File: src/rtl/fb_text_pkg.sv
// Shared constants, state encoding and byte-merge helper for the text-mode
// frame-buffer writer (80x60 cells, two glyphs per 16-bit word).
package fb_text_pkg;

   localparam logic [15:0] FRAME_BUFFER_START = 16'h3000;
   localparam int          COLS               = 80;
   localparam int          ROWS               = 60;
   localparam int          WORDS_PER_ROW      = 40;
   localparam int          TOTAL_WORDS        = ROWS * WORDS_PER_ROW;
   localparam logic [7:0]  BLANK              = 8'h00;

   localparam logic [7:0]  CH_BS = 8'h08;
   localparam logic [7:0]  CH_LF = 8'h0A;
   localparam logic [7:0]  CH_FF = 8'h0C;
   localparam logic [7:0]  CH_CR = 8'h0D;

   typedef enum logic [2:0] {
      ST_IDLE     = 3'd0,
      ST_RD       = 3'd1,
      ST_WR       = 3'd2,
      ST_CLR_LINE = 3'd3,
      ST_CLR_ALL  = 3'd4
   } state_t;

   // Even columns live in the high byte, odd columns in the low byte.
   function automatic logic [15:0] merge_byte(input logic [15:0] word,
                                              input logic [7:0]  ch,
                                              input logic        low_sel);
      return low_sel ? {word[15:8], ch} : {ch, word[7:0]};
   endfunction

endpackage

File: src/rtl/fb_cell_addr.sv
// Maps a (row, col) cell to its frame-buffer word address and byte lane.
// Pure combinational so the display reader can share the same mapping.
module fb_cell_addr #(
   parameter int                    ADDR_WIDTH         = 16,
   parameter logic [ADDR_WIDTH-1:0] FRAME_BUFFER_START = ADDR_WIDTH'(fb_text_pkg::FRAME_BUFFER_START)
) (
   input  logic [5:0]            i_row,
   input  logic [6:0]            i_col,
   output logic [ADDR_WIDTH-1:0] o_word_addr,
   output logic                  o_low_byte
);
   import fb_text_pkg::*;

   assign o_word_addr = FRAME_BUFFER_START
                      + ADDR_WIDTH'(i_row) * ADDR_WIDTH'(WORDS_PER_ROW)
                      + ADDR_WIDTH'(i_col[6:1]);
   assign o_low_byte  = i_col[0];

endmodule

File: src/rtl/fb_text_writer.sv
// Character-stream front end for an 80x60 text frame buffer: read-modify-write
// of glyph cells, cursor handling for BS/LF/FF/CR, and line/screen clears.
//
// state       | meaning
// ------------+------------------------------------------------------------
// IDLE        | ready for a character; control codes are handled here
// RD          | cell word address presented, waiting for mem_out
// WR          | merged word written back, cursor advanced at end of cycle
// CLR_LINE    | blanking the 40 words of the row just wrapped into
// CLR_ALL     | blanking all 2400 words, cursor parked at (0,0)
module fb_text_writer #(
   parameter int                    ADDR_WIDTH         = 16,
   parameter logic [ADDR_WIDTH-1:0] FRAME_BUFFER_START = ADDR_WIDTH'(fb_text_pkg::FRAME_BUFFER_START),
   parameter logic [7:0]            BLANK              = fb_text_pkg::BLANK
) (
   input  logic                  clk,
   input  logic                  reset,
   input  logic [7:0]            char_data,
   input  logic                  char_valid,
   output logic                  char_ready,
   input  logic [15:0]           mem_out,
   output logic [ADDR_WIDTH-1:0] addr_out,
   output logic                  mem_wr_en,
   output logic [15:0]           mem_wr_data,
   output logic [6:0]            cursor_col,
   output logic [5:0]            cursor_row
);
   import fb_text_pkg::*;

   state_t                r_state;
   logic [7:0]            r_char;
   logic [11:0]           r_cnt;
   logic [ADDR_WIDTH-1:0] w_cell_addr;
   logic                  w_cell_low;
   logic                  w_last_col;
   logic                  w_last_row;

   fb_cell_addr #(
      .ADDR_WIDTH         (ADDR_WIDTH),
      .FRAME_BUFFER_START (FRAME_BUFFER_START)
   ) u_cell_addr (
      .i_row       (cursor_row),
      .i_col       (cursor_col),
      .o_word_addr (w_cell_addr),
      .o_low_byte  (w_cell_low)
   );

   assign w_last_col = (cursor_col == 7'(COLS - 1));
   assign w_last_row = (cursor_row == 6'(ROWS - 1));
   assign char_ready = (r_state == ST_IDLE);

   // A row wrap always lands on row 0, so a line clear starts at the buffer base.
   always_ff @(posedge clk) begin
      if (reset) begin
         r_state     <= ST_IDLE;
         r_char      <= 8'h00;
         r_cnt       <= 12'd0;
         addr_out    <= FRAME_BUFFER_START;
         mem_wr_en   <= 1'b0;
         mem_wr_data <= 16'h0000;
         cursor_col  <= 7'd0;
         cursor_row  <= 6'd0;
      end else begin
         case (r_state)
            ST_IDLE: begin
               mem_wr_en <= 1'b0;
               if (char_valid) begin
                  r_char <= char_data;
                  case (char_data)
                     CH_CR: cursor_col <= 7'd0;
                     CH_BS: begin
                        if (cursor_col != 7'd0)
                           cursor_col <= cursor_col - 7'd1;
                     end
                     CH_LF: begin
                        cursor_col <= 7'd0;
                        if (w_last_row) begin
                           cursor_row  <= 6'd0;
                           r_state     <= ST_CLR_LINE;
                           addr_out    <= FRAME_BUFFER_START;
                           mem_wr_en   <= 1'b1;
                           mem_wr_data <= {BLANK, BLANK};
                           r_cnt       <= 12'(WORDS_PER_ROW - 1);
                        end else begin
                           cursor_row <= cursor_row + 6'd1;
                        end
                     end
                     CH_FF: begin
                        cursor_col  <= 7'd0;
                        cursor_row  <= 6'd0;
                        r_state     <= ST_CLR_ALL;
                        addr_out    <= FRAME_BUFFER_START;
                        mem_wr_en   <= 1'b1;
                        mem_wr_data <= {BLANK, BLANK};
                        r_cnt       <= 12'(TOTAL_WORDS - 1);
                     end
                     default: begin
                        r_state  <= ST_RD;
                        addr_out <= w_cell_addr;
                     end
                  endcase
               end
            end

            ST_RD: begin
               r_state     <= ST_WR;
               mem_wr_en   <= 1'b1;
               mem_wr_data <= merge_byte(mem_out, r_char, w_cell_low);
            end

            ST_WR: begin
               r_state   <= ST_IDLE;
               mem_wr_en <= 1'b0;
               if (!w_last_col) begin
                  cursor_col <= cursor_col + 7'd1;
               end else begin
                  cursor_col <= 7'd0;
                  if (w_last_row) begin
                     cursor_row  <= 6'd0;
                     r_state     <= ST_CLR_LINE;
                     addr_out    <= FRAME_BUFFER_START;
                     mem_wr_en   <= 1'b1;
                     mem_wr_data <= {BLANK, BLANK};
                     r_cnt       <= 12'(WORDS_PER_ROW - 1);
                  end else begin
                     cursor_row <= cursor_row + 6'd1;
                  end
               end
            end

            ST_CLR_LINE, ST_CLR_ALL: begin
               if (r_cnt == 12'd0) begin
                  r_state   <= ST_IDLE;
                  mem_wr_en <= 1'b0;
               end else begin
                  r_cnt    <= r_cnt - 12'd1;
                  addr_out <= addr_out + ADDR_WIDTH'(1);
               end
            end

            default: begin
               r_state   <= ST_IDLE;
               mem_wr_en <= 1'b0;
            end
         endcase
      end
   end

endmodule

File: config.mk
export PLATFORM = sky130hd
export DESIGN_NAME = fb_text_writer
export DESIGN_NICKNAME = d
export VERILOG_FILES = /design/src/rtl/fb_text_pkg.sv /design/src/rtl/fb_cell_addr.sv /design/src/rtl/fb_text_writer.sv
export SDC_FILE = /design/constraint.sdc
export NUM_CORES = 1
export LEC_CHECK = 0
export CAP_MARGIN = 10
export CORE_MARGIN = 2
export CORE_UTILIZATION = 58
export CTS_CLUSTER_DIAMETER = 50
export DETAILED_ROUTE_END_ITERATION = 8
export PLACE_DENSITY = 0.93
export SYNTH_ARGS = -nofsm -noshare
export SYNTH_HDL_FRONTEND = slang
export SYNTH_SLANG_ARGS = --single-unit
File: constraint.sdc
create_clock -name clk -period 4.35 [get_ports clk]
set_input_delay 0.435 -clock clk [delete_from_list [all_inputs] [get_ports clk]]
set_output_delay 0.435 -clock clk [all_outputs]
set_load 0.03 [all_outputs]
==> results of run 1 <==
==> how the worst max path moves through the flow <==
| stage | startpoint | end | depth (start not counted) |
|---|---|---|---|
| floorplan | cursor_row[3] | addr_out[10] | 9 |
| finish | cursor_col[0] | addr_out[7] | 8 |
| detailed placement | char_data[5] | addr_out[5] | 7 |
| global placement | char_data[5] | addr_out[11] | 7 |
| CTS | cursor_col[0] | addr_out[7] | 8 |
| global route | cursor_col[0] | addr_out[7] | 8 |
==> state kept, by name (all words and copies together) (netlist names) <==
name,flops
r_cnt,12
r_state,3
r_char,8
addr_out,16
mem_wr_data,16
mem_wr_en,1
cursor_col,7
cursor_row,6
==> area by class of cell <==
type                    instances  area share [%]
well taps                      99            2.31
multi-input cells             408            51.2
repair buffers                 78            14.3
clock inverters                 7            2.73
clock buffers                   9            2.31
inverters                      19            1.33
flip-flops and latches         69            25.8
==> through the flow <==
step | utilization [%] | cells | setup WS (ps) | area [sq um] | power, uW
floorplan | - | 529 | 1840 | 4350 | 915
global placement | 70.1 | 673 | 1430 | 5090 | 1010
detailed placement | 70.1 | 673 | 1310 | 5090 | 1020
CTS | 73.9 | 689 | 1470 | 5360 | 1720
global route | 73.9 | 689 | 1240 | 5360 | 1790
finish | 73.9 | 689 | 1410 | 5360 | 1730
==> kinds of logic (layout without fill, tap and decap cells) <==
| group | count (synthesis) | after routing | share of synthesized area, % |
|---|---|---|---|
| AO/OA/AOI/OAI | 159 | 159 | 26.7 |
| XOR/XNOR | 15 | 15 | 3.02 |
| adder cells (fa/ha/maj) | 19 | 19 | 5.82 |
| buffers and inverters | 52 | 113 | 5.10 |
| flip-flops | 69 | 69 | 31.8 |
| multiplexers | 20 | 20 | 4.61 |
| AND/OR/NAND/NOR | 195 | 195 | 23.0 |
==> worst max-delay path, cell delays in order, from the launching register on <==
cell and delay, ps:
dfxtp_1 320, buf_4 330, ha_1 290, nand3_1 140
o41ai_2 460, nand3_1 320, a211o_1 500, a21o_1 230
a32o_1 240
==> metal layers <==
metal / vias to the layer above / wire length, um
met4: 0 / 472
met1: 2106 / 4980
met2: 276 / 5830
met5: - / 0
met3: 55 / 1130
li1: 2077 / -
==> power breakdown <==
group	internal (uW)	total (uW)	switching, uW
Clock	443	714	272
Sequential	657	694	36.8
Combinational	130	326	195
Total	1230	1730	503
==> cell usage in the layout (no fill, tap or decap), types with 6 or more instances in the layout <==
cell,instances
mux2i_1,20
xnor2_1,6
o21ai_1,6
and3_1,6
o21ai_0,14
inv_1,17
o2bb2ai_1,16
a21oi_1,40
nand4_1,10
dfxtp_1,69
ha_1,17
nor2_1,46
nor3_1,16
nand2_1,59
nand3_1,19
clkdlybuf4s50_1,73
o32ai_1,10
xor2_1,9
clkbuf_8,9
==> metrics.txt, run 1 <==
status completed; WS Path Type reg2reg; Via Count 4,514; met1 usage 38.0%; busiest metal layer after global routing met2; Max Freq 340 MHz; WHS Endpoint mem_wr_data[15]; Top-Level Pins 74; Reg-to-Reg End addr_out[7]; register bit count reported by yosys 69; total CTS buffers 9; number of post-CTS setup repair buffers 0; hold path depth 1; Max-slew headroom 40.3%; commonest cells in the synthesized netlist dfxtp_1, nand2_1, nor2_1, a21oi_1, clkbuf_1; leading area contributor after synthesis dfxtp_1; share of post-route cells with drive strength above 1 7.29%; Post-synth EDFFs 0; fillers 522; worst hold slack 466 ps; Fin. Hold Viols 0; gpl congestion 0.933; Initial Util 59.9%; Die Area 8200 sq um; Clock Skews 6.55 ps; total gr overflow 0; clk_lat worst skew 350 ps; clock slew at reported path FFs 80 ps; CTS root buf clkbuf_8; post-CTS sizing 0; die height 90.6 um; Worst Path Max Fanout 26; hold buffer count at CTS 0; data arrival time of the worst path 3190 ps; Synth top area share 31.8%; Vias per Instance 6.55; first-pass GRT wire length 20.5 mm; CORE AREA 7250 sq um; register-to-register setup slack 1410 ps; Netlist cell types 79; DP HPWL 8.37 mm; synth warn 0; Req. time, crit path 4600 ps; sequential fraction of the synthesis area 31.8%; DR iter-0 viols 428; period utilization 67.5%; most common cell in the netlist dfxtp_1; Hold Startpoint mem_wr_data[15]; Post-Synthesis Cells 529; grt met2 use 48.6%; Area Growth Syn to Fin 23.3%; TritonCTS clock tree built; initial antenna violation count 0; DR WL/cell 18.0 um; Leak Pwr 0.00191 uW; Synth Flop Type dfxtp_1; peak supply drop 0.000231 V; chip width 90.6 um; worst r2r path cells 8; RSZ-0062 raised after global routing false; # diodes 0; pwr/cell area 324 nW/um^2; r2r startpoint cursor_col[0]; drt total wl 12.4 mm; Pre-antenna DRT Iters 5; Final Setup Violations 0; Overall Global Routing Usage 30.1%; Synth async-reset ratio 0%; vias in the first global route 4,341; Worst setup SP type flop; slew of the pin with the lowest slew margin 889 ps; Post-route DRC 0; post-layout min period 2940 ps; max-cap check violation count 0; ANT nets after route 0; NumNets Final 631; Setup TNS 0 ps; storage element area 1380 sq um; Syn Area/Cell 8.21 sq um; Max clock buf depth 2; routing usage on met3 6.18%; PortBufs 73; most area-consuming cells after synthesis dfxtp_1, nand2_1, ha_1; Hold Path Class reg2reg; multi-input logic area 2740 sq um; Slew Viols, Final 0; syn_nets 575; Rows 31; critical path endpoint category flop; H-tree Lvls 3; Mapped Area 4350 sq um; clk sinks 69; pin count of the biggest net entering global routing 45
Power figures use the tool's default switching activity.
==> run 2, diff against run 1 <==
CORE_UTILIZATION = 54   (was 58)
PLACE_DENSITY = 0.88   (was 0.93)
clock period = 3 ns   (was 4.35 ns; I/O delays follow)
==> run 2 against run 1 <==
Compared with the run above: sequential share of layout area fell by 0.060 points; die area rose by 7.1%; final cell count rose by 1.9%; power rose by 31%; combinational power rose by 45%; clock skew rose by 2.1 ps; sequential power rose by 44%; design area rose by 0.23%; fmax rose by 10%; critical path depth fell by 2; critical path type unchanged; critical endpoint unchanged.
==> metrics.txt, run 2 (synthesis gave the netlist of run 1 again) <==
RSZ-0062 raised after global routing false; die height 93.7 um; H-tree Lvls 3; DP HPWL 8.48 mm; Max stage delay on crit path 570 ps; CTS root buf clkbuf_8; first-pass GRT wire length 19.8 mm; DR WL/cell 16.8 um; Slew Viols, Final 0; post-layout min period 2660 ps; chip width 93.7 um; storage element area 1380 sq um; critical path endpoint category flop; Pre-antenna DRT Iters 7; r2r startpoint r_state[1]; Post-route DRC 0; placed cell count 685; status completed; initial antenna violation count 0; Worst Path Max Fanout 14; peak supply drop 0.000344 V; Finished Layout Cells 702; gpl congestion 0.960; TritonCTS clock tree built; Final Setup Violations 0; Max clock buf depth 2; placement-stage cell area 5160 sq um; hold buffer count at CTS 0; slew of the pin with the lowest slew margin 672 ps; Max Freq 376 MHz; DR iter-0 viols 534; pwr/cell area 424 nW/um^2; worst r2r path cells 6; clock slew at reported path FFs 90 ps; final instance area 5370 sq um; Fin. Hold Viols 0; fillers 610; post-CTS sizing 0; WS Path Type reg2reg; Overall Global Routing Usage 27.8%; Vias per Instance 6.32; total gr overflow 0; ANT nets after route 0; Worst setup SP type flop; Reg-to-Reg End addr_out[7]; Initial Util 55.9%; Top cell by count, worst path a21o_1; Area Growth Syn to Fin 23.6%; Max-slew headroom 55.1%; clk sinks 69; Top-Level Pins 74; max-cap check violation count 0; PortBufs 73; Req. time, crit path 3260 ps; number of post-CTS setup repair buffers 0; vias in the first global route 4,143; register-to-register setup slack 340 ps; Total Power 2280 uW; commonest non-fill, non-tap cell in the layout clkdlybuf4s50_1; drt total wl 11.8 mm; Largest regs addr_out (16), mem_wr_data (16), r_cnt (12); Setup TNS 0 ps; WHS Endpoint mem_wr_data[7]; crit-path cells nor2b_1, a21o_1, nor2_1, a211o_1, a21o_1, a32o_1; multi-input logic area 2740 sq um; slowest CP cell dfxtp_1; share of post-route cells with drive strength above 1 8.83%; Hold Startpoint mem_wr_data[7]; period utilization 88.6%; Via Count 4,436; # diodes 0; total CTS buffers 9; Hold Path Class reg2reg; Leak Pwr 0.00193 uW; CORE AREA 7770 sq um; NumNets Final 641; Clock Skews 8.69 ps; clk_lat worst skew 360 ps; pin count of the biggest net entering global routing 44; hold path depth 1; data arrival time of the worst path 2920 ps; Rows 32; commonest cells after routing, fill and taps aside clkdlybuf4s50_1, dfxtp_1, nand2_1, nor2_1, a21oi_1; Die Area 8780 sq um
==> run 2: changes by cell type in the layout (fill, tap and decap cells not counted), sizes merged <==
cell    change
buf        +10
bufinv      -3
inv         +2
clkinv      +1
==> run 2: power by group <==
group          leakage [uW]  internal, uW  total, uW  switching (uW)
combinational       0.00127           193        473             280
sequential         0.000559           953       1000            47.9
clock              0.000105           397        805             408
total               0.00193          1540       2280             737
==> run 2: routing by layer <==
metal / wire length (um) / GRT usage (%) / vias to the layer above / part of all wire (%)
met1: 5090 / 37.5 / 2077 / 43
met2: 5470 / 44.8 / 239 / 46
li1: - / - / 2100 / -
met3: 1040 / 6.18 / 20 / 8.8
met5: 0 / 0 / - / 0
met4: 221 / 8.09 / 0 / 1.9
==> run 2: worst max-delay path by stage <==
| stage | start | endpoint | cells past startpoint |
|---|---|---|---|
| detailed placement | char_data[2] | addr_out[8] | 7 |
| CTS | cursor_col[6] | addr_out[7] | 6 |
| finish | r_state[1] | addr_out[7] | 6 |
| floorplan | cursor_row[3] | addr_out[10] | 9 |
| global route | r_cnt[0] | addr_out[4] | 8 |
| global placement | char_data[2] | addr_out[8] | 7 |
==> run 2: worst max-delay path: cells and delay by family (launching register included) <==
kind,cells,cell delay [ps]
AND/OR/NAND/NOR,2,600
AO/OA/AOI/OAI,4,1380
flip-flops,1,570
==> run 2: area by class of cell <==
class,instances,area share [%]
Multi-Input combinational cell,408,51.1
Sequential cell,69,25.7
Timing Repair Buffer,88,15.7
Tap cell,102,2.38
Clock buffer,9,2.31
Clock inverter,7,1.54
Inverter,19,1.33
==> run 2: stage by stage <==
| step | utilization [%] | setup WS, ps | hold WS [ps] |
|---|---|---|---|
| 2_1_floorplan | - | 491 | 436 |
| 3_3_place_gp | 66.4 | 240 | 447 |
| 3_5_place_dp | 66.4 | 149 | 445 |
| 4_1_cts | 69.1 | 370 | 473 |
| 5_1_grt | 69.1 | 141 | 487 |
| 6_report | 69.1 | 341 | 471 |
